===== src/rtl/pll_sup_pkg.sv =====
// Shared types and helpers for the PLL lock supervisor.
// Optional feature macro: PLL_SUP_LOSS_COUNT_EN (per-channel lock-loss counters).
package pll_sup_pkg;

    // Width of each per-channel lock-loss counter field.
    localparam int LOSS_CNT_W = 8;

    // Width of the encoded channel state, also used for the debug state bus.
    localparam int STATE_W = 3;

    // Per-channel supervisor state. Encodings are fixed so the debug bus
    // can be decoded by software and checkers without the package.
    typedef enum logic [STATE_W-1:0] {
        ST_OFF       = 3'd0,
        ST_PWRDN     = 3'd1,
        ST_WAIT_LOCK = 3'd2,
        ST_SETTLE    = 3'd3,
        ST_LOCKED    = 3'd4,
        ST_FAULT     = 3'd5
    } sup_state_t;

    // Bits needed for a counter that must hold values 0..max_val.
    // Never returns less than 1 so a zero maximum still yields a legal vector.
    function automatic int cnt_width(input int max_val);
        if (max_val < 1) begin
            return 1;
        end
        return $clog2(max_val + 1);
    endfunction

endpackage


===== src/rtl/pll_sup_channel.sv =====
// Supervisor for a single PLL: lock synchroniser, glitch filter, power-cycle
// sequencing with bounded retries, and domain reset release after a settle delay.
// Optional feature macro: PLL_SUP_LOSS_COUNT_EN adds a saturating count of
// LOCKED -> PWRDN transitions on loss_cnt.
//
// All outputs are registered and decoded from the next state, so each output
// changes on the same edge as the state transition that implies it.
module pll_sup_channel
    import pll_sup_pkg::*;
#(
    parameter int LOCK_FILT   = 16,
    parameter int TIMEOUT     = 65535,
    parameter int PD_HOLD     = 64,
    parameter int MAX_RETRY   = 3,
    parameter int RST_STAGGER = 8
) (
    input  logic                  clk,
    input  logic                  rst_n,
    input  logic                  en,
    input  logic                  pll_lock,
    output logic                  pd_n,
    output logic                  domain_rst_n,
    output logic                  locked,
    output logic                  fault,
`ifdef PLL_SUP_LOSS_COUNT_EN
    output logic [LOSS_CNT_W-1:0] loss_cnt,
`endif
    output sup_state_t            state
);

    localparam int FILT_W = cnt_width(LOCK_FILT);
    localparam int TMO_W  = cnt_width(TIMEOUT);
    localparam int PD_W   = cnt_width(PD_HOLD);
    localparam int STG_W  = cnt_width(RST_STAGGER);
    localparam int RTY_W  = cnt_width(MAX_RETRY);

    // Terminal values. Each counter stops at its terminal value instead of wrapping.
    localparam logic [FILT_W-1:0] FILT_MAX = FILT_W'(LOCK_FILT);
    localparam logic [TMO_W-1:0]  TMO_MAX  = TMO_W'(TIMEOUT);
    localparam logic [TMO_W-1:0]  TMO_LAST = TMO_W'(TIMEOUT - 1);
    localparam logic [PD_W-1:0]   PD_LAST  = PD_W'(PD_HOLD - 1);
    localparam logic [STG_W-1:0]  STG_LAST = STG_W'(RST_STAGGER - 1);
    localparam logic [RTY_W-1:0]  RTY_MAX  = RTY_W'(MAX_RETRY);

    // Two-stage synchroniser for the asynchronous lock pin.
    logic [1:0]        sync_q, sync_d;
    logic              lock_s;

    sup_state_t        state_q, state_d;
    logic [FILT_W-1:0] filt_q, filt_d;
    logic [TMO_W-1:0]  tmo_q, tmo_d;
    logic [PD_W-1:0]   pd_cnt_q, pd_cnt_d;
    logic [STG_W-1:0]  stg_q, stg_d;
    logic [RTY_W-1:0]  retry_q, retry_d;

    logic pd_n_q, pd_n_d;
    logic drst_n_q, drst_n_d;
    logic locked_q, locked_d;
    logic fault_q, fault_d;

    assign sync_d = {sync_q[0], pll_lock};
    assign lock_s = sync_q[1];

    // Next-state and counter update for the channel FSM.
    always_comb begin
        state_d  = state_q;
        filt_d   = filt_q;
        tmo_d    = tmo_q;
        pd_cnt_d = pd_cnt_q;
        stg_d    = stg_q;
        retry_d  = retry_q;

        if (!en) begin
            // Global disable wins from every state and wipes all progress.
            state_d  = ST_OFF;
            filt_d   = '0;
            tmo_d    = '0;
            pd_cnt_d = '0;
            stg_d    = '0;
            retry_d  = '0;
        end else begin
            case (state_q)
                ST_OFF: begin
                    state_d  = ST_PWRDN;
                    pd_cnt_d = '0;
                end

                ST_PWRDN: begin
                    if (pd_cnt_q == PD_LAST) begin
                        state_d  = ST_WAIT_LOCK;
                        pd_cnt_d = '0;
                        filt_d   = '0;
                        tmo_d    = '0;
                    end else begin
                        pd_cnt_d = pd_cnt_q + 1'b1;
                    end
                end

                ST_WAIT_LOCK: begin
                    // Filter counts consecutive synced-high cycles only.
                    if (lock_s) begin
                        filt_d = (filt_q == FILT_MAX) ? filt_q : filt_q + 1'b1;
                    end else begin
                        filt_d = '0;
                    end
                    tmo_d = (tmo_q == TMO_MAX) ? tmo_q : tmo_q + 1'b1;

                    // Qualification is checked before timeout so it wins a tie.
                    if (filt_q == FILT_MAX) begin
                        state_d = ST_SETTLE;
                        stg_d   = '0;
                        filt_d  = '0;
                        tmo_d   = '0;
                    end else if (tmo_q == TMO_LAST) begin
                        filt_d = '0;
                        tmo_d  = '0;
                        if (retry_q < RTY_MAX) begin
                            retry_d  = retry_q + 1'b1;
                            pd_cnt_d = '0;
                            state_d  = ST_PWRDN;
                        end else begin
                            state_d = ST_FAULT;
                        end
                    end
                end

                ST_SETTLE: begin
                    if (!lock_s) begin
                        // Lock dropped before release: requalify without a power cycle.
                        state_d = ST_WAIT_LOCK;
                        stg_d   = '0;
                        filt_d  = '0;
                        tmo_d   = '0;
                    end else if (stg_q == STG_LAST) begin
                        state_d = ST_LOCKED;
                        stg_d   = '0;
                        retry_d = '0;
                    end else begin
                        stg_d = stg_q + 1'b1;
                    end
                end

                ST_LOCKED: begin
                    // Loss of lock power-cycles the PLL; not counted as a retry.
                    if (!lock_s) begin
                        state_d  = ST_PWRDN;
                        pd_cnt_d = '0;
                    end
                end

                ST_FAULT: begin
                    state_d = ST_FAULT;
                end

                default: begin
                    state_d = ST_OFF;
                end
            endcase
        end
    end

    // Output decode from the next state so outputs are registered with no extra lag.
    always_comb begin
        pd_n_d   = 1'b0;
        drst_n_d = 1'b0;
        locked_d = 1'b0;
        fault_d  = 1'b0;
        case (state_d)
            ST_WAIT_LOCK, ST_SETTLE: begin
                pd_n_d = 1'b1;
            end
            ST_LOCKED: begin
                pd_n_d   = 1'b1;
                drst_n_d = 1'b1;
                locked_d = 1'b1;
            end
            ST_FAULT: begin
                fault_d = 1'b1;
            end
            default: begin
                pd_n_d = 1'b0;
            end
        endcase
    end

    // State, counters, synchroniser and output registers.
    always_ff @(posedge clk) begin
        if (!rst_n) begin
            sync_q   <= '0;
            state_q  <= ST_OFF;
            filt_q   <= '0;
            tmo_q    <= '0;
            pd_cnt_q <= '0;
            stg_q    <= '0;
            retry_q  <= '0;
            pd_n_q   <= 1'b0;
            drst_n_q <= 1'b0;
            locked_q <= 1'b0;
            fault_q  <= 1'b0;
        end else begin
            sync_q   <= sync_d;
            state_q  <= state_d;
            filt_q   <= filt_d;
            tmo_q    <= tmo_d;
            pd_cnt_q <= pd_cnt_d;
            stg_q    <= stg_d;
            retry_q  <= retry_d;
            pd_n_q   <= pd_n_d;
            drst_n_q <= drst_n_d;
            locked_q <= locked_d;
            fault_q  <= fault_d;
        end
    end

    assign pd_n         = pd_n_q;
    assign domain_rst_n = drst_n_q;
    assign locked       = locked_q;
    assign fault        = fault_q;
    assign state        = state_q;

`ifdef PLL_SUP_LOSS_COUNT_EN
    logic [LOSS_CNT_W-1:0] loss_q, loss_d;

    // Count LOCKED -> PWRDN transitions, saturating; EN does not clear it.
    always_comb begin
        loss_d = loss_q;
        if ((state_q == ST_LOCKED) && (state_d == ST_PWRDN) && (loss_q != '1)) begin
            loss_d = loss_q + 1'b1;
        end
    end

    // Loss counter register, cleared only by reset.
    always_ff @(posedge clk) begin
        if (!rst_n) begin
            loss_q <= '0;
        end else begin
            loss_q <= loss_d;
        end
    end

    assign loss_cnt = loss_q;
`endif

endmodule


===== src/rtl/pll_lock_supervisor.sv =====
// Top-level PLL lock supervisor: one pll_sup_channel per supervised PLL plus
// the registered ALL_LOCKED reduction. Runs on the free-running reference clock.
// Optional feature macro: PLL_SUP_LOSS_COUNT_EN adds the LOSS_CNT output
// (8 bits per channel, channel 0 in the low byte).
// DBG_STATE carries each channel's encoded sup_state_t, channel 0 in the low bits.
module pll_lock_supervisor
    import pll_sup_pkg::*;
#(
    parameter int N_CH        = 2,
    parameter int LOCK_FILT   = 16,
    parameter int TIMEOUT     = 65535,
    parameter int PD_HOLD     = 64,
    parameter int MAX_RETRY   = 3,
    parameter int RST_STAGGER = 8
) (
    input  logic                         CLK,
    input  logic                         RST_N,
    input  logic                         EN,
    input  logic [N_CH-1:0]              PLL_LOCK,
    output logic [N_CH-1:0]              PLL_POWERDOWN_N,
    output logic [N_CH-1:0]              DOMAIN_RST_N,
    output logic [N_CH-1:0]              LOCKED,
    output logic                         ALL_LOCKED,
    output logic [N_CH-1:0]              FAULT,
`ifdef PLL_SUP_LOSS_COUNT_EN
    output logic [N_CH*LOSS_CNT_W-1:0]   LOSS_CNT,
`endif
    output logic [N_CH*STATE_W-1:0]      DBG_STATE
);

    logic all_locked_q, all_locked_d;

    for (genvar i = 0; i < N_CH; i++) begin : g_ch
        sup_state_t ch_state;

        pll_sup_channel #(
            .LOCK_FILT   (LOCK_FILT),
            .TIMEOUT     (TIMEOUT),
            .PD_HOLD     (PD_HOLD),
            .MAX_RETRY   (MAX_RETRY),
            .RST_STAGGER (RST_STAGGER)
        ) u_ch (
            .clk          (CLK),
            .rst_n        (RST_N),
            .en           (EN),
            .pll_lock     (PLL_LOCK[i]),
            .pd_n         (PLL_POWERDOWN_N[i]),
            .domain_rst_n (DOMAIN_RST_N[i]),
            .locked       (LOCKED[i]),
            .fault        (FAULT[i]),
`ifdef PLL_SUP_LOSS_COUNT_EN
            .loss_cnt     (LOSS_CNT[i*LOSS_CNT_W +: LOSS_CNT_W]),
`endif
            .state        (ch_state)
        );

        assign DBG_STATE[i*STATE_W +: STATE_W] = ch_state;
    end

    // ALL_LOCKED is the AND of the registered LOCKED bits, one cycle behind them.
    always_comb begin
        all_locked_d = &LOCKED;
    end

    // ALL_LOCKED register.
    always_ff @(posedge CLK) begin
        if (!RST_N) begin
            all_locked_q <= 1'b0;
        end else begin
            all_locked_q <= all_locked_d;
        end
    end

    assign ALL_LOCKED = all_locked_q;

endmodule


===== config.mk =====
export PLATFORM = sky130hd
export DESIGN_NAME = pll_lock_supervisor
export DESIGN_NICKNAME = d
export VERILOG_FILES = /design/src/rtl/pll_sup_pkg.sv /design/src/rtl/pll_sup_channel.sv /design/src/rtl/pll_lock_supervisor.sv
export SDC_FILE = /design/constraint.sdc
export NUM_CORES = 1
export LEC_CHECK = 0
export CORE_MARGIN = 4
export CORE_UTILIZATION = 45
export CTS_BUF_LIST = sky130_fd_sc_hd__clkbuf_4 sky130_fd_sc_hd__clkbuf_8
export CTS_CLUSTER_DIAMETER = 40
export DETAILED_ROUTE_END_ITERATION = 7
export SYNTH_ARGS = -nofsm -noshare
export SYNTH_HDL_FRONTEND = slang
export SYNTH_SLANG_ARGS = --single-unit
export TNS_END_PERCENT = 50

===== constraint.sdc =====
create_clock -name CLK -period 3.9 [get_ports CLK]
set_input_delay 0.585 -clock CLK [delete_from_list [all_inputs] [get_ports CLK]]
set_output_delay 0.585 -clock CLK [all_outputs]
set_load 0.02 [all_outputs]

# --- Yosys cells after proc, flatten, opt, wreduce, memory -nomap -nowiden ---
# Index checks and enable logic that the tools add are counted.
totals:
  romBits: 0
  out_inout_bits: 15
  n_memories: 0
  wordCells: 183
  register_bits: 85
  inputBits: 5
  latch_bits: 0
  ramBits: 0
op_classes:
  div_mod_pow: 0
  addsub: 10
  n_eq_ne: 48
  n_bitwise: 0
  reduce_logical: 22
  n_mux: 80
  mul: 0
  order_cmp: 2
  shift: 0
op_table:
  columns: ["cell", "n"]
  rows:
  - ["16-bit 2-to-1 mux", 10]
  - ["16-bit one-hot mux with 3 select lines", 2]
  - ["7-bit 2-to-1 mux", 10]
  - ["16-bit equality test, second input constant", 4]
  - ["7-bit one-hot mux with 4 select lines", 2]
  - ["5-bit 2-to-1 mux", 10]
  - ["3-bit 2-to-1 mux", 16]
  - ["3-bit one-hot mux with 6 select lines", 2]
  - ["16-bit by 1-bit adder with 16-bit output, second input constant", 2]
  - ["5-bit one-hot mux with 3 select lines", 2]
  - ["3-bit by 2-bit equality test with 1-bit output, second input constant", 8]
  - ["3-bit equality test, second input constant", 8]
  - ["4-bit 2-to-1 mux", 6]
  - ["2-bit by 1-bit inequality test with 1-bit output, second input constant", 12]
  - ["2-bit 2-to-1 mux", 10]
  - ["4-bit one-hot mux with 2 select lines", 2]
  - ["7-bit by 1-bit adder with 7-bit output, second input constant", 2]
  - ["7-bit by 6-bit equality test with 1-bit output, second input constant", 2]
  - ["2-bit inequality test, second input constant", 6]
  - ["6-bit AND reduction", 2]
  - ["5-bit by 1-bit adder with 5-bit output, second input constant", 2]
  - ["5-bit equality test, second input constant", 2]
  - ["5-bit AND reduction", 2]
  - ["4-bit by 1-bit adder with 4-bit output, second input constant", 2]
  - ["15 further kinds", 36]

# --- Longest topological paths before layout ---
# Gate-level depths: netlist of run 1.
depth:
  ltp_word: 9
  mapped_depth: 9
  depth_no_buf: 7

# --- By module ---
# From an unflattened synthesis of run 1, not the netlist that was laid out.
unflattened:
  hier_cells: 535
  area_unflattened_um2: 4506.8
modules_own_cells:
  columns: ["module", "cells_per_inst", "instances", "seq_area_each_um2", "area_each_um2"]
  rows:
  - ["pll_sup_channel at g_ch[1].u_ch", 266, 1, 840.8, 2263.4]
  - ["pll_sup_channel at g_ch[0].u_ch", 267, 1, 840.8, 2217.1]
  - ["pll_lock_supervisor", 2, 1, 20.0, 26.3]

# --- Worst setup path before layout of run 1 ---
# OpenSTA, ideal clock, no wires.
synth_timing:
  path_kind: "reg-to-reg"
  start: "register g_ch[0].u_ch.pd_cnt_q[0]"
  end: "register g_ch[0].u_ch.tmo_q[6]"
  arrival_ns: 2.052
  stages_incl_launch_ff: 9
  slack_ns: 1.778
  required_ns: 3.830
  path_buffers: 2
  setup_time_ns: 0.070
  period_less_slack_ns: 2.122
  path_cell_list: "dfxtp_1 > ha_1 > and4_4 > a41oi_2 > or2_1 > buf_6 > buf_6 > or4b_1 > a21oi_1"
synth_between:
  elab_chain_len: 3
synth_lines:
  columns: ["item", "line", "source"]
  rows:
  - ["start, declared", "pll_sup_channel.sv:52", "logic [PD_W-1:0] pd_cnt_q, pd_cnt_d;"]
  - ["start signal, assigned", "pll_sup_channel.sv:205", "pd_cnt_q <= pd_cnt_d;"]
  - ["7-bit by 6-bit equality test with 1-bit output", "pll_sup_channel.sv:89", "if (pd_cnt_q == PD_LAST) begin"]
  - ["2-bit by 1-bit inequality test with 1-bit output (no source line)", null, null]
  - ["4-bit AND reduction (no source line)", null, null]
  - ["end signal, assigned", "pll_sup_channel.sv:204", "tmo_q <= tmo_d;"]
  - ["end, declared", "pll_sup_channel.sv:51", "logic [TMO_W-1:0] tmo_q, tmo_d;"]
# No other way between the ends.
# A chain may end at the register's enable or synchronous reset.

# --- Worst setup path in the final report of run 1 ---
layout_timing:
  start: "register g_ch[0].u_ch.state_q[0]"
  end: "register g_ch[0].u_ch.pd_cnt_q[5]"
layout_between:
  elab_chain_len: 3
layout_lines:
  columns: ["item", "line", "source"]
  rows:
  - ["start, declared", "pll_sup_channel.sv:49", "sup_state_t state_q, state_d;"]
  - ["start signal, assigned", "pll_sup_channel.sv:202", "state_q <= state_d;"]
  - ["3-bit equality test, or another cell as far along", "pll_sup_channel.sv:82", "case (state_q)"]
  - ["2-bit inequality test (no source line), or another cell as far along", null, null]
  - ["5-bit AND reduction (no source line)", null, null]
# Parallel ways exist; a longest one is shown, timed or not.

==> results.cfg, run 1 <==
[die]
die_area_um2 = 11900
die_w_um = 109
rows = 36
start_util_pct = 46.5
core_um2 = 9860
io_pins = 20
die_y_um = 109

[cts]
clk_path_buf_depth = 2
post_cts_resized = 0
cts.sinks = 85
holdBufCountCts = 0
clock_tree.root_cell = clkbuf_8
htreeDepth = 3
clk_latency_ns = 0.37
cts_tree = built
clkTransAtPathRegs_ns = 0.09
post_cts_buffers = 0
cts_made_buffers = 9

[finish]
area_delta_synth_final_pct = 8.77
final_cells = 677
diodes = 0
nets = 560
drive_gt1_share_pct = 6.62

[setup_path]
cp-end-kind = flip-flop
slowest_stage = nor3b_1
startpoint_type = flip-flop
r2r_cells = 4
critPathKind = flip-flop to flip-flop
cp_max_fo = 17
worstPathArrival_ns = 2.81
path_cells = nor3b_1 > a21boi_0 > o21ai_0 > a311oi_1
reg2reg_slack_ns = 1.35
slowest_delay_ns = 0.67
r2r_start = g_ch[0].u_ch.state[0]
r2r_end = g_ch[0].u_ch.pd_cnt_q[5]
crit_required_ns = 4.16

[power]
p_per_area_nw_per_um2 = 311
total_power_mw = 1.55
power_frac_seq_pct = 56.7
switchingPower_mw = 0.358
power_frac_comb_pct = 3.1
p_int_mw = 1.19
swShare_pct = 23.1
power.leakage_nw = 1.51
peakVddDrop_v = 0.000128
power_frac_clock_pct = 40.2

[route]
drt-total-wl_mm = 10.3
firstDrtPassIters = 5
antenna_left = 0
drt_iter0_drc = 227
num_vias = 4000
drc = 0
via_per_inst = 5.91
wl_per_cell_um = 15.2

[sta]
timing.final.crit_share_pct = 65.4
max_slew.worst_pin.slew_ns = 1.05
setup_tns_ns = 0
fin_crit_ns = 2.55
fin_skew_ns = 0.0102
hold_ws_ns = 0.437
fin_ws_ns = 1.35
relSlewSlack_pct = 29.9
finalHoldViolations = 0
setup_viol_count_final = 0
fmax_mhz = 392
slew_violations = 0
rsz0062_at_grt = no

[logic_synthesis]
synth_top_area_share_pct = 37.1
yosysSeqAreaShare_pct = 37.1
ys.flop_type = dfxtp_1
ys_ff_latch = 85
async_flop_share_pct = 0
syn_avg_cell_area_um2 = 8.55
yosysWarnings = 0
synthCells = 537
synth_top_cell_by_area = dfxtp_1
synth_edf_count = 0
syn_area_um2 = 4590
syn-num-nets = 556
ys_types = 72
synth.area.top_cells = dfxtp_1, a21oi_1, nor2_1, ha_1, o21ai_0

[status]
status = finished, final reports clean

[place]
dp_hpwl_mm = 7.08
place.gp.congestion = 0.827
dpl.cell_count = 663
place_ws_ns = 1.28
port_buffers = 19

[global_routing]
gr-usage-met1_pct = 25.0
grt_pass1_vias = 3682
grt_pass1_wl_mm = 17.3
grt_util_met2_pct = 27.6
gr-usage-met3_pct = 4.38
grt_overflow = 0
busiest_layer = met2
grt_max_degree = 29
track_usage_pct = 18.1
antenna_found_initial = 0

[hold_path]
whs_endpoint = g_ch[0].u_ch.pd_cnt_q[6]
hold_start = g_ch[0].u_ch.pd_cnt_q[6]
holdPathStages = 2
hold_class = flip-flop to flip-flop

[run]
drv_cap = 0
worst max-delay path, delay by kind of cell, from the launching register on:
family	cells	cell delay [ns]
AOI/OAI and AO/OA	3	1.10
and+or+nand+nor	1	0.67
DFF	1	0.66
through the flow:
stage	area [um2]	utilization, %
2_1_floorplan	4590	-
3_3_place_gp	4810	48.7
3_5_place_dp	4810	48.7
4_1_cts	4990	50.6
5_1_grt	4990	50.6
6_report	4990	50.6
area by class of cell:
class,instances,area (um2)
clock buffer,10,138
clock inverter,4,50.0
fill,939,4870
inverter,13,48.8
multi-input combinational,410,2680
sequential,85,1700
tap,133,166
timing repair buffer,22,213
logic make-up (layout without fill, tap and decap cells):
family / count (synthesis) / after routing / synth area share, %
AND/OR/NAND/NOR: 239 / 239 / 30.8
flip-flops: 85 / 85 / 37.1
XOR/XNOR: 13 / 13 / 2.48
buffers and inverters: 42 / 49 / 4.63
multiplexers: 6 / 6 / 1.34
AO/OA/AOI/OAI: 138 / 138 / 19.9
adder cells (fa/ha/maj): 14 / 14 / 3.81
metal layers:
| metal | vias to the layer above | share of wire (%) |
|---|---|---|
| met3 | 12 | 3.0 |
| li1 | 2018 | - |
| met1 | 1912 | 51 |
| met2 | 58 | 45 |
| met4 | 0 | 1.7 |
| met5 | - | 0 |
power by group through the flow:
| stage | registers, mW | clock network (mW) | logic [mW] |
|---|---|---|---|
| final | 0.880 | 0.624 | 0.0478 |
| after global routing | 0.881 | 0.689 | 0.0533 |
| after CTS | 0.880 | 0.643 | 0.0483 |
| after detailed placement | 0.900 | 0 | 0.0480 |
| after global placement | 0.900 | 0 | 0.0478 |
| after floorplan | 0.896 | 0 | 0.0313 |
worst max-delay path by stage:
| stage | start | cells past startpoint | to | slack, ns |
|---|---|---|---|---|
| detailed placement | RST_N | 7 | g_ch[0].u_ch.tmo_q[9] | 1.28 |
| floorplan | g_ch[0].u_ch.pd_cnt_q[0] | 8 | g_ch[0].u_ch.tmo_q[6] | 1.78 |
| CTS | g_ch[0].u_ch.filt_q[0] | 7 | g_ch[0].u_ch.tmo_q[2] | 1.40 |
| global placement | RST_N | 7 | g_ch[0].u_ch.tmo_q[9] | 1.31 |
| finish | g_ch[0].u_ch.state[0] | 4 | g_ch[0].u_ch.pd_cnt_q[5] | 1.35 |
| global route | g_ch[0].u_ch.state[0] | 4 | g_ch[0].u_ch.pd_cnt_q[5] | 1.09 |
layout by cell type, fill, tap and decap left out, drive strengths merged, types with 10 or more instances in the layout:
cell	n
a21oi	43
clkbuf	10
clkdlybuf4s50	19
dfxtp	85
ha	14
inv	13
nand2	39
nand3	27
nand4	14
nor2	52
nor4	10
o21ai	31
o31ai	10
or4	13
xnor2	12
registers in the layout, summed over array words and instances (netlist names):
| name | flops |
|---|---|
| g_ch.u_ch.retry_q | 4 |
| g_ch.u_ch.state | 6 |
| g_ch.u_ch.stg_q | 8 |
| g_ch.u_ch.pd_cnt_q | 14 |
| g_ch.u_ch.tmo_q | 32 |
| g_ch.u_ch.filt_q | 10 |
| g_ch.u_ch.pd_n | 2 |
| g_ch.u_ch.fault | 2 |
| g_ch.u_ch.sync_q | 4 |
| g_ch.u_ch.domain_rst_n | 2 |
| ALL_LOCKED | 1 |
cells in the mapped netlist, drive strengths merged, types with 3 or more instances:
cell / instances
o41ai: 4
nand3b: 5
o21ai: 31
mux2i: 5
o21a: 3
a22oi: 7
buf: 16
o22ai: 3
a211oi: 6
dfxtp: 85
and4b: 4
o31ai: 10
a21oi: 43
nor2b: 7
nor3: 9
a21boi: 4
nand3: 27
nand4: 14
a41oi: 4
a311oi: 6
or4b: 8
nor2: 52
nor4: 10
xnor2: 12
nand2: 39
ha: 14
and3: 5
clkbuf: 13
and2: 7
a31o: 3
or3b: 3
nand2b: 4
or4: 13
nor3b: 8
or3: 9
inv: 13
Power figures use the tool's default switching activity.
==> run 2: changes to the inputs <==
==> constraint.sdc (replaced) <==
create_clock -name CLK -period 2.3 [get_ports CLK]
set_input_delay 0.345 -clock CLK [delete_from_list [all_inputs] [get_ports CLK]]
set_output_delay 0.345 -clock CLK [all_outputs]
set_load 0.02 [all_outputs]
==> results.cfg, run 2 (synthesis results as in run 1) <==
[sta]
fin_crit_ns = 2.19
setup_tns_ns = 0
hold_ws_ns = 0.434
fmax_mhz = 457
fin_skew_ns = 0.00950
slew_violations = 0
finalHoldViolations = 0
relSlewSlack_pct = 63.9
fin_ws_ns = 0.110
timing.final.crit_share_pct = 95.2
rsz0062_at_grt = no
max_slew.worst_pin.slew_ns = 0.537
setup_viol_count_final = 0

[finish]
top_regs = g_ch.u_ch.tmo_q x32, g_ch.u_ch.pd_cnt_q x14, g_ch.u_ch.filt_q x10
nets = 603
diodes = 0
final_common_cell = dfxtp_1
largest_reg_flops = 32
most-common-layout-cells = dfxtp_1, nor2_1, buf_4
drive_gt1_share_pct = 15.1
finalInstanceArea_um2 = 5400
area_delta_synth_final_pct = 17.6
n_fill_cell = 924
top_register = g_ch.u_ch.tmo_q

[setup_path]
worstPathArrival_ns = 2.48
startpoint = g_ch[0].u_ch.pd_cnt_q[0]
reg2reg_slack_ns = 0.11
r2r_end = g_ch[0].u_ch.tmo_q[6]
slowest_delay_ns = 0.51
path_delay_family = simple AND/OR/NAND/NOR gates
critPathBufInv = 1
critPathKind = flip-flop to flip-flop
startpoint_type = flip-flop
r2r_start = g_ch[0].u_ch.pd_cnt_q[0]
slowest_stage = or4b_1
crit_required_ns = 2.59
r2r_cells = 7
path_cells = ha_1 > and4_4 > a41oi_2 > or2_1 > buf_12 > or4b_1 > a21oi_1
cp-end-kind = flip-flop
cp_max_fo = 27

[hold_path]
hold_start = g_ch[1].u_ch.pd_cnt_q[6]
holdPathStages = 2
hold_class = flip-flop to flip-flop
whs_endpoint = g_ch[1].u_ch.pd_cnt_q[6]

[die]
die_area_um2 = 11900
io_pins = 20
rows = 36
start_util_pct = 46.5
die_y_um = 109
die_w_um = 109
core_um2 = 9860

[power]
power.leakage_nw = 1.76
p_per_area_nw_per_um2 = 522
power_frac_comb_pct = 3.6
peakVddDrop_v = 0.000326
power_frac_clock_pct = 43.6
swShare_pct = 21.4
p_int_mw = 2.21
total_power_mw = 2.82
power_frac_seq_pct = 52.8
switchingPower_mw = 0.603

[route]
drc = 0
drt-total-wl_mm = 10.7
num_vias = 4152
wl_per_cell_um = 14.8
firstDrtPassIters = 4
drt_iter0_drc = 212
antenna_left = 0
via_per_inst = 5.75

[global_routing]
antenna_found_initial = 0
grt_pass1_vias = 3883
track_usage_pct = 19.4
grt_overflow = 0
grt_max_degree = 28
grt_pass1_wl_mm = 18.6

[place]
port_buffers = 19
postPlaceCellArea_um2 = 5120
place.gp.congestion = 0.851
dp_hpwl_mm = 7.71
place_ws_ns = 0.0926

[cts]
clock_tree.root_cell = clkbuf_8
cts_tree = built
holdBufCountCts = 0
clk_path_buf_depth = 2
cts.sinks = 85
htreeDepth = 3
clk_latency_ns = 0.36
clkTransAtPathRegs_ns = 0.09
cts_made_buffers = 9

[status]
status = finished, final reports clean

[run]
drv_cap = 0
-- run 2: changes by cell type in the layout (fill, tap and decap cells not counted), moves of 2 or more --
cell / before / now
clkbuf_4: 0 / 2
buf_4: 3 / 44
buf_12: 0 / 2
dfxtp_2: 0 / 6
o21ai_0: 30 / 27
dfxtp_1: 85 / 79
o21ai_1: 1 / 4
-- run 2: worst max-delay path by stage --
stage | endpoint | slack, ns | depth (start not counted)
floorplan | g_ch[0].u_ch.tmo_q[6] | 0.18 | 8
global placement | g_ch[0].u_ch.tmo_q[9] | 0.14 | 6
detailed placement | g_ch[0].u_ch.tmo_q[2] | 0.09 | 8
CTS | g_ch[0].u_ch.tmo_q[6] | 0.09 | 7
global route | g_ch[0].u_ch.tmo_q[11] | 0.005 | 7
finish | g_ch[0].u_ch.tmo_q[6] | 0.11 | 7
-- run 2: final cells by class --
| cell class | count | area [um2] | share of cell area [%] |
|---|---|---|---|
| Multi-Input combinational cell | 410 | 2680 | 49.7 |
| Sequential cell | 85 | 1710 | 31.6 |
| Timing Repair Buffer | 65 | 561 | 10.4 |
| Clock buffer | 13 | 166 | 3.08 |
| Tap cell | 133 | 166 | 3.08 |
| Clock inverter | 3 | 67.6 | 1.25 |
| Inverter | 13 | 48.8 | 0.903 |
-- run 2: worst min-delay path: stages (launching register included) --
cell and delay, ns:
dfxtp_1 0.31, nand2_1 0.05, a21oi_1 0.03
-- run 2: power by group through the flow --
stage	registers [mW]	logic (mW)	clock network, mW
2_1_floorplan	1.52	0.0530	0
3_3_place_gp	1.52	0.0995	0
3_5_place_dp	1.52	0.101	0
4_1_cts	1.49	0.102	1.27
5_1_grt	1.49	0.111	1.32
6_report	1.49	0.102	1.23
-- run 2: repair_timing --
| action | 4_1_cts | 5_1_grt |
|---|---|---|
| gates resized for setup | 0 | 11 |
| setup endpoints to repair | 0 | 13 |
| setup buffers | 0 | 4 |
| endpoints found under the hold margin | 0 | 0 |
-- run 2: layer usage --
metal / vias up / track usage (%) / part of all wire (%)
met4: 0 / 4.96 / 0.57
met3: 7 / 4.62 / 4.1
li1: 2117 / - / -
met1: 1957 / 27.3 / 50
met5: - / 0 / 0
met2: 71 / 30.0 / 46
-- run 2: through the flow --
| step | std cells | utilization, % |
|---|---|---|
| after floorplan | 537 | - |
| after global placement | 702 | 52.0 |
| after detailed placement | 702 | 52.0 |
| after CTS | 718 | 54.3 |
| after global routing | 722 | 54.8 |
| final | 722 | 54.8 |
==> run 3: changes to the inputs <==
--- a/config.mk
+++ b/config.mk
@@ -10,6 +10,7 @@
 export CTS_BUF_LIST = sky130_fd_sc_hd__clkbuf_4 sky130_fd_sc_hd__clkbuf_8
 export CTS_CLUSTER_DIAMETER = 40
 export DETAILED_ROUTE_END_ITERATION = 7
+export GPL_TIMING_DRIVEN = 0
 export SYNTH_ARGS = -nofsm -noshare
 export SYNTH_HDL_FRONTEND = slang
 export SYNTH_SLANG_ARGS = --single-unit
==> constraint.sdc (replaced) <==
create_clock -name CLK -period 2.5 [get_ports CLK]
set_input_delay 0.375 -clock CLK [delete_from_list [all_inputs] [get_ports CLK]]
set_output_delay 0.375 -clock CLK [all_outputs]
set_load 0.02 [all_outputs]
==> results.cfg, run 3 (synthesis results as in run 1) <==
[die]
start_util_pct = 46.5
die_area_um2 = 11900
die_y_um = 109
io_pins = 20
die_w_um = 109
core_um2 = 9860
rows = 36

[route]
num_vias = 4115
via_per_inst = 5.84
drt_iter0_drc = 252
drt-total-wl_mm = 10.9
antenna_left = 0
wl_per_cell_um = 15.4
firstDrtPassIters = 5
drc = 0

[finish]
top_register = g_ch.u_ch.tmo_q
most-common-layout-cells = dfxtp_1, nor2_1, a21oi_1
area_delta_synth_final_pct = 13.5
top_regs = g_ch.u_ch.tmo_q x32, g_ch.u_ch.pd_cnt_q x14, g_ch.u_ch.filt_q x10
final_core_util_pct = 52.8
final_common_cell = dfxtp_1
nets = 587
diodes = 0
finalInstanceArea_um2 = 5210
n_fill_cell = 937
drive_gt1_share_pct = 10.3
largest_reg_flops = 32

[sta]
fin_crit_ns = 2.39
fin_skew_ns = 0.00904
fmax_mhz = 418
setup_tns_ns = 0
timing.final.crit_share_pct = 95.6
slew_violations = 0
finalHoldViolations = 0
relSlewSlack_pct = 52.8
rsz0062_at_grt = yes
max_slew.worst_pin.slew_ns = 0.708
setup_viol_count_final = 0

[global_routing]
track_usage_pct = 19.4
grt_max_degree = 13
grt_pass1_wl_mm = 18.7
grt_pass1_vias = 3946
antenna_found_initial = 0
grt_overflow = 0

[power]
power_frac_seq_pct = 55.1
p_per_area_nw_per_um2 = 476
power_frac_clock_pct = 41.5
switchingPower_mw = 0.547
total_power_mw = 2.48
power.leakage_nw = 1.63
swShare_pct = 22.1
peakVddDrop_v = 0.000313
p_int_mw = 1.93
power_frac_comb_pct = 3.5

[setup_path]
path_cells = inv_1 > ha_1 > and4bb_1 > or4_4 > nor4_4 > buf_6 > a211oi_1 > a211oi_1
worst_path_most_repeated_cell = a211oi_1
critPathBufInv = 2
cp-end-kind = flip-flop
critPathKind = flip-flop to flip-flop
cp_max_fo = 10
startpoint_type = flip-flop
worstPathArrival_ns = 2.67
path_delay_family = simple AND/OR/NAND/NOR gates
slowest_delay_ns = 0.54
slowest_stage = or4_4
crit_required_ns = 2.78

[cts]
clkTransAtPathRegs_ns = 0.08
clk_path_buf_depth = 2
cts_made_buffers = 9
clk_latency_ns = 0.37
cts_tree = built
htreeDepth = 3
cts.sinks = 85
clock_tree.root_cell = clkbuf_8

[run]
drv_cap = 0

[status]
status = finished, final reports clean

[hold_path]
hold_class = flip-flop to flip-flop

[place]
place.gp.congestion = 0.862
postPlaceCellArea_um2 = 4950
port_buffers = 19
dp_hpwl_mm = 7.66
-- run 3: cell types whose count changed in the layout (fill, tap and decap cells not counted), sizes merged --
cell and change:
clkbuf +15, clkinvlp -1, bufinv -1, buf -30
-- run 3: repair_timing --
action / in CTS / in global routing
hold buffers: 0 / 0
pin swaps: 0 / 1
setup buffers: 0 / 1
gates resized for setup: 2 / 13
endpoints found under the setup margin: 20 / 48
-- run 3: stage by stage --
stage	std cells	hold WS, ns	setup slack, ns
finish	705	0.435	0.110
global route	705	0.452	-0.0532
CTS	704	0.437	0.0654
detailed placement	689	0.424	-0.210
global placement	689	0.420	-0.204
floorplan	537	0.408	0.378
-- run 3: tightest hold or removal path, cell delays in order, from the launching register on --
cell and delay [ns]:
dfxtp_1 0.32, nand2_1 0.05, a21oi_1 0.03
-- run 3: power by group through the flow --
stage / Sequential (mW) / Clock, mW / Combinational [mW]
after global placement: 1.40 / 0 / 0.0840
after detailed placement: 1.40 / 0 / 0.0843
after CTS: 1.37 / 1.06 / 0.0852
after floorplan: 1.40 / 0 / 0.0488
final: 1.37 / 1.03 / 0.0860
after global routing: 1.37 / 1.11 / 0.0954
-- run 3: path summary, 6_finish.rpt --
check	start	endpoint	slack (ns)	cells after the start
worst min-delay path	g_ch[0].u_ch.pd_cnt_q[6]	g_ch[0].u_ch.pd_cnt_q[6]	0.43	2
worst max register to register	g_ch[0].u_ch.filt_q[0]	g_ch[0].u_ch.tmo_q[2]	0.11	8
worst max-delay path	g_ch[0].u_ch.filt_q[0]	g_ch[0].u_ch.tmo_q[2]	0.11	8
worst min register to register	g_ch[0].u_ch.pd_cnt_q[6]	g_ch[0].u_ch.pd_cnt_q[6]	0.43	2
-- run 3: area by class of cell --
class	instances	area [um2]	share of cell area [%]
buffer	29	171	3.29
clock buffer	14	174	3.34
clock inverter	1	30.0	0.576
inverter	13	48.8	0.936
multi-input combinational	410	2720	52.2
sequential	85	1700	32.6
tap	133	166	3.19
timing repair buffer	20	198	3.79
-- run 3: per-layer routing --
metal | GRT usage (%) | wire (um) | up-vias
met1 | 26.6 | 5220 | 1935
li1 | - | - | 2078
met2 | 30.4 | 4970 | 89
met5 | 0 | 0 | -
met4 | 6.13 | 150 | 0
met3 | 4.32 | 514 | 13
